==> src/rtl/sample_streamer.sv <==
// rtl/sample_streamer.sv - transmit-side sample sequencer with valid/ready handshake and optional idle gap
module sample_streamer #(
  parameter int CNT_BITS   = 10,
  parameter int GAP_CYCLES = 0
) (
  input  logic                clk,
  input  logic                n_rst,
  input  logic                start,
  input  logic                clear,
  input  logic [CNT_BITS-1:0] num_samples,
  input  logic                sample_ready,
  output logic                sample_valid,
  output logic [CNT_BITS-1:0] sample_idx,
  output logic                busy,
  output logic                done
);

  localparam int GAP_BITS = (GAP_CYCLES > 0) ? $clog2(GAP_CYCLES + 1) : 1;

  typedef enum logic [1:0] {IDLE, SEND, GAP, DONE} state_t;

  state_t              state;
  state_t              state_nxt;
  logic [CNT_BITS-1:0] remaining;
  logic [GAP_BITS-1:0] gap_cnt;
  logic                xfer;

  assign xfer = (state == SEND) && sample_ready;

  always_ff @(posedge clk or negedge n_rst) begin
    if (!n_rst) begin
      state <= IDLE;
    end else begin
      state <= state_nxt;
    end
  end

  always_comb begin
    state_nxt = state;
    if (clear) begin
      state_nxt = IDLE;
    end else begin
      case (state)
        IDLE: begin
          if (start) begin
            state_nxt = (num_samples != '0) ? SEND : DONE;
          end
        end
        SEND: begin
          if (xfer) begin
            if (remaining == CNT_BITS'(1)) begin
              state_nxt = DONE;
            end else if (GAP_CYCLES == 0) begin
              state_nxt = SEND;
            end else begin
              state_nxt = GAP;
            end
          end
        end
        GAP: begin
          // Leaving on count 1 yields exactly GAP_CYCLES invalid cycles.
          if (gap_cnt <= GAP_BITS'(1)) begin
            state_nxt = SEND;
          end
        end
        DONE: begin
          state_nxt = IDLE;
        end
        default: begin
          state_nxt = IDLE;
        end
      endcase
    end
  end

  always_ff @(posedge clk or negedge n_rst) begin
    if (!n_rst) begin
      remaining  <= '0;
      sample_idx <= '0;
      gap_cnt    <= '0;
    end else if (clear) begin
      remaining  <= '0;
      sample_idx <= '0;
      gap_cnt    <= '0;
    end else begin
      case (state)
        IDLE: begin
          if (start) begin
            remaining  <= num_samples;
            sample_idx <= '0;
          end
        end
        SEND: begin
          if (xfer) begin
            remaining  <= remaining - 1'b1;
            sample_idx <= sample_idx + 1'b1;
            gap_cnt    <= GAP_BITS'(GAP_CYCLES);
          end
        end
        GAP: begin
          gap_cnt <= gap_cnt - 1'b1;
        end
        default: begin
        end
      endcase
    end
  end

  always_comb begin
    sample_valid = (state == SEND);
    busy         = (state != IDLE);
    done         = (state == DONE);
  end

endmodule
==> config.mk <==
export PLATFORM = sky130hd
export DESIGN_NAME = sample_streamer
export DESIGN_NICKNAME = d
export VERILOG_FILES = /design/src/rtl/sample_streamer.sv
export SDC_FILE = /design/constraint.sdc
export NUM_CORES = 1
export LEC_CHECK = 0
export ABC_CLOCK_PERIOD_IN_PS = 5000
export CORE_MARGIN = 1.5
export CORE_UTILIZATION = 40
export CTS_BUF_LIST = sky130_fd_sc_hd__clkbuf_2 sky130_fd_sc_hd__clkbuf_4 sky130_fd_sc_hd__clkbuf_8
export DETAILED_ROUTE_END_ITERATION = 10
export PLACE_DENSITY_LB_ADDON = 0.1
export SLEW_MARGIN = 20
export SYNTH_ARGS = -nofsm -noshare
export SYNTH_HDL_FRONTEND = slang
export SYNTH_SLANG_ARGS = --single-unit
==> constraint.sdc <==
create_clock -name clk -period 5 [get_ports clk]
set_clock_uncertainty 0.15 [all_clocks]
set_input_delay 1.25 -clock clk [delete_from_list [all_inputs] [get_ports clk]]
set_output_delay 1.25 -clock clk [all_outputs]
set_load 0.02 [all_outputs]
# Yosys cells after proc, flatten, opt, wreduce, memory -nomap -nowiden

Index checks and enable logic that the tools add are counted.

Output and inout bits: 13
Memory bits (writable): 0
Register bits after elaboration: 23
Latch bits: 0
Memories: 0
Memory bits (read-only): 0

Bitwise logic cells: 0
Muxes and demuxes: 18
Reduce and logical (&&, ||, !) cells: 9
$mul: 0
$lt $le $gt $ge: 1
Equal/unequal tests: 7
Divide/modulo/power cells: 0
Shifts and indexed selects: 0
$add $sub $neg: 3

Operator list:

| operator                                                                 | number |
|---|---|
| 10-bit two-way mux                                                       | 6 |
| 10-bit one-hot mux with 2 select lines                                   | 2 |
| 2-bit two-way mux                                                        | 6 |
| 10-bit by 1-bit adder with 10-bit output (second input constant)         | 1 |
| 10-bit by 1-bit == test with 1-bit output (second input constant)        | 1 |
| 10-bit nonzero test                                                      | 1 |
| 10-bit by 1-bit subtractor with 10-bit output (second input constant)    | 1 |
| 2-bit one-hot mux with 4 select lines                                    | 1 |
| 3-bit inequality test (second input constant)                            | 2 |
| 3-bit AND reduction                                                      | 2 |
| 3-bit nonzero test                                                       | 2 |
| 2-bit == test (second input constant)                                    | 2 |
| 3-bit by 2-bit inequality test with 1-bit output (second input constant) | 1 |
| 2-bit by 1-bit == test with 1-bit output (second input constant)         | 1 |
| 2-bit zero test                                                          | 1 |
| 1-bit two-way mux                                                        | 2 |
| 1-bit one-hot mux with 2 select lines                                    | 1 |
| 2-bit AND reduction                                                      | 1 |
| 2-bit nonzero test                                                       | 1 |
| 1-bit <= comparator (second input constant)                              | 1 |
| 1-bit logical AND                                                        | 1 |
| 1-bit subtractor (second input constant)                                 | 1 |

# Depth between registers and ports, before layout

Depth in word-level cells: 5
Depth in mapped cells: 6
Gate-level depth less buffers: 6

# Least setup slack after synthesis

Ideal clock, no wire load.

Path kind: input -> register
From: input port clear
To: register remaining[8]
Stages: 6
Data required time: 4.760 ns
Data arrival time: 2.265 ns
Slack: 2.495 ns
Buffers on the path: 2
Path through: clkbuf_1 -> or3b_1 -> buf_2 -> nor2_4 -> nand3_1 -> o221ai_1

Word-level cells in the longest chain between the ends: 2

Ends and longest elaborated chain:

| what                                                                 | line | source |
|---|---|---|
| from (decl)                                                          | 9    | `input logic clear,` |
| 3-bit inequality test (no source line), or another cell as far along | --   |  |
| 3-bit AND reduction (no source line)                                 | --   |  |
| to (signal assigned)                                                 | 89   | `remaining <= num_samples;` |
| to (signal assigned)                                                 | 95   | `remaining <= remaining - 1'b1;` |
| to (decl)                                                            | 24   | `logic [CNT_BITS-1:0] remaining;` |

Several ways; a longest one is shown, not always the timed one.
A chain may end at the register's enable or synchronous reset.

# Final worst setup path

From: register state[0]
To: output port sample_valid

Word-level cells in the longest chain between the ends: 1

Ends and longest elaborated chain:

| what                                     | line | source |
|---|---|---|
| from (decl)                              | 22   | `state_t state;` |
| from (signal assigned)                   | 34   | `state <= state_nxt;` |
| 2-bit by 1-bit == test with 1-bit output | 110  | `sample_valid = (state == SEND);` |
| to (decl)                                | 12   | `output logic sample_valid,` |

No other way between the ends.

==> summary.txt <==
Global route
  • Antenna violations before repair: 0
  • Vias in the first global route: 1087
  • First-pass GRT wire length: 5.18 mm
  • Tot GR Track Use: 18.7%
  • Largest net degree at the start of global routing: 23
  • GRT overflow: 0

Floorplan
  • Core Rows: 20
  • Die width: 61.1 um
  • Die height: 61.1 um
  • Core footprint: 3130 um^2
  • DIE AREA: 3730 um^2
  • I/O Pins: 28
  • Initial Utilization: 43.1%

Place
  • Post-DP Area: 1640 um^2
  • Placed cell count: 216
  • IO Port Bufs: 27
  • Routability congestion estimate: 0.834
  • Detailed Place HPWL: 2.30 mm
  • Setup WS pre-CTS: 1.76 ns

Route
  • Routed len/inst: 14.9 um
  • Antenna-violating nets left: 0
  • Via count: 1289
  • Detailed-route wire length: 3.28 mm
  • DR DRC count: 0
  • Routed vias/inst: 5.86
  • DR iter-0 viols: 82
  • Pre-antenna DRT Iters: 4

Logic synthesis
  • Post-synth ARST share: 100%
  • Syn avg cell area: 8.87 um^2
  • Ys flop type: dfrtp_1
  • Synthesized area: 1350 um^2
  • Synth area leader: dfrtp_1
  • Syn Nets: 170
  • Count of cell types in the netlist: 45
  • Yosys reg bits: 22
  • Synth Warn #: 0
  • Gate Count Post-Synth: 152
  • Post-synth EDFFs: 0
  • Top-area cell type share of the netlist area: 40.8%
  • Register area share after synthesis: 40.8%
  • Synth top area cells: dfrtp_1 (41%), o21ai_1 (5.9%), nand2_1 (3.6%)

Layout
  • Final Instance Area: 1680 um^2
  • Register area: 551 um^2
  • Commonest non-fill, non-tap cell in the layout: clkdlybuf4s50_1
  • Antenna Cells: 0
  • Share of cells above drive strength 1: 5.11%
  • Post-Layout Cell Count: 220
  • Fin util: 53.8%
  • Multi-input gate area: 734 um^2
  • Area grow syn2layout: 24.9%
  • Nets@finish: 195
  • # fillers: 295
  • Most frequent cells in the layout: clkdlybuf4s50_1 (26), dfrtp_1 (22), o21ai_1 (16)

STA
  • Final period utilization: 72.3%
  • RSZ-0062 raised after global routing: false
  • Final Hold Viols: 0
  • Max_slew headroom: 47.3%
  • Minimum clock period: 3.61 ns
  • Setup TNS: 0 ns
  • Max-slew violations: 0
  • Setup slack after layout: 1.39 ns
  • Final setup fails: 0
  • Fin Hold WS: 0.389 ns
  • Fmax: 0.277 GHz
  • Worst-Margin Slew: 0.791 ns

Clock network
  • H-Tree Depth: 1
  • Post-CTS setup buffer count: 0
  • Clock Sinks: 22
  • CTS tree: yes
  • Post_cts resized: 0
  • CTS Buf Count: 3
  • Root buffer cell: clkbuf_4
  • Hold_buf cts: 0
  • CTS clk-pin slew, worst paths: 0.14 ns
  • Insertion delay of the later-clocked pin in the worst-skew pair: 0.32 ns
  • CTS max path bufs: 2

Critical path
  • Crit start category: flop
  • Critical Path End Type: primary output
  • CP Max Fanout: 11
  • Crit. Startpoint: state[0]
  • CP arrival: 2.21 ns
  • Setup CP Type: reg2out
  • Reg2Reg Launch Point: state[0]
  • WP data required: 3.60 ns

Pwr
  • Cell Pwr Density: 256 nW/um^2
  • Max VDD drop: 0.151 mV
  • Static Leak: 0.692 nW
  • Overall power: 431 uW

Run
  • Maxcap violations: 0

Min path
  • Hold Path Class: reg2reg
  • Min-delay src: remaining[9]

Run status
  • Status: finished clean
[final timing paths]
check	endpoint	slack, ns	cells past startpoint
max in group asynchronous	state[0]	3.64	1
max	sample_valid	1.39	3
min reg2reg	remaining[9]	0.39	2
min	remaining[9]	0.39	2
max reg2reg	sample_idx[7]	2.94	4
min in group asynchronous	sample_idx[3]	0.72	1
[cell usage after synthesis, types with 4 or more instances]
master    n
and3_1    5
nor2_1   13
inv_1     6
nor3_1    4
o21ai_0   5
a21oi_1   9
o21ai_1  16
nand3_1   5
nand2_1  13
dfrtp_1  22
[logic make-up (layout without fill, tap and decap cells)]
logic type	after synthesis	in the layout	synth area share, %
buffers and inverters	14	38	4.73
AO/OA/AOI/OAI	52	52	24.9
AND/OR/NAND/NOR	58	58	24.6
multiplexers	3	3	2.23
adder cells (fa/ha/maj)	3	3	2.78
flip-flops	22	22	40.8
[where the power goes]
| part | leakage, nW | internal (mW) | switching, mW |
|---|---|---|---|
| clock network | 0.0279 | 0.0811 | 0.0607 |
| registers | 0.299 | 0.187 | 0.0115 |
| logic | 0.365 | 0.0387 | 0.0512 |
| total | 0.692 | 0.307 | 0.124 |
[registers in the layout, summed over array words and instances (netlist names)]
signal / cells
state: 2
remaining: 10
sample_idx: 10
[cell type report]
class | count | area share, %
flip-flops and latches | 22 | 32.7
inverters | 7 | 1.56
multi-input cells | 116 | 43.6
clock buffers | 3 | 1.34
well taps | 44 | 3.27
repair buffers | 27 | 15.8
clock inverters | 1 | 1.78
[layer usage]
metal	GRT usage, %	part of all wire (%)
met1	29.3	48
met3	4.41	7.1
met5	0	0
met2	25.8	44
met4	4.97	1.4
[worst max-delay path: stages (launching register included)]
cell and delay [ns]:
dfrtp_1 0.49, or2b_1 0.41, clkinv_1 0.36, clkdlybuf4s50_1 0.63
Power figures use the tool's default switching activity.
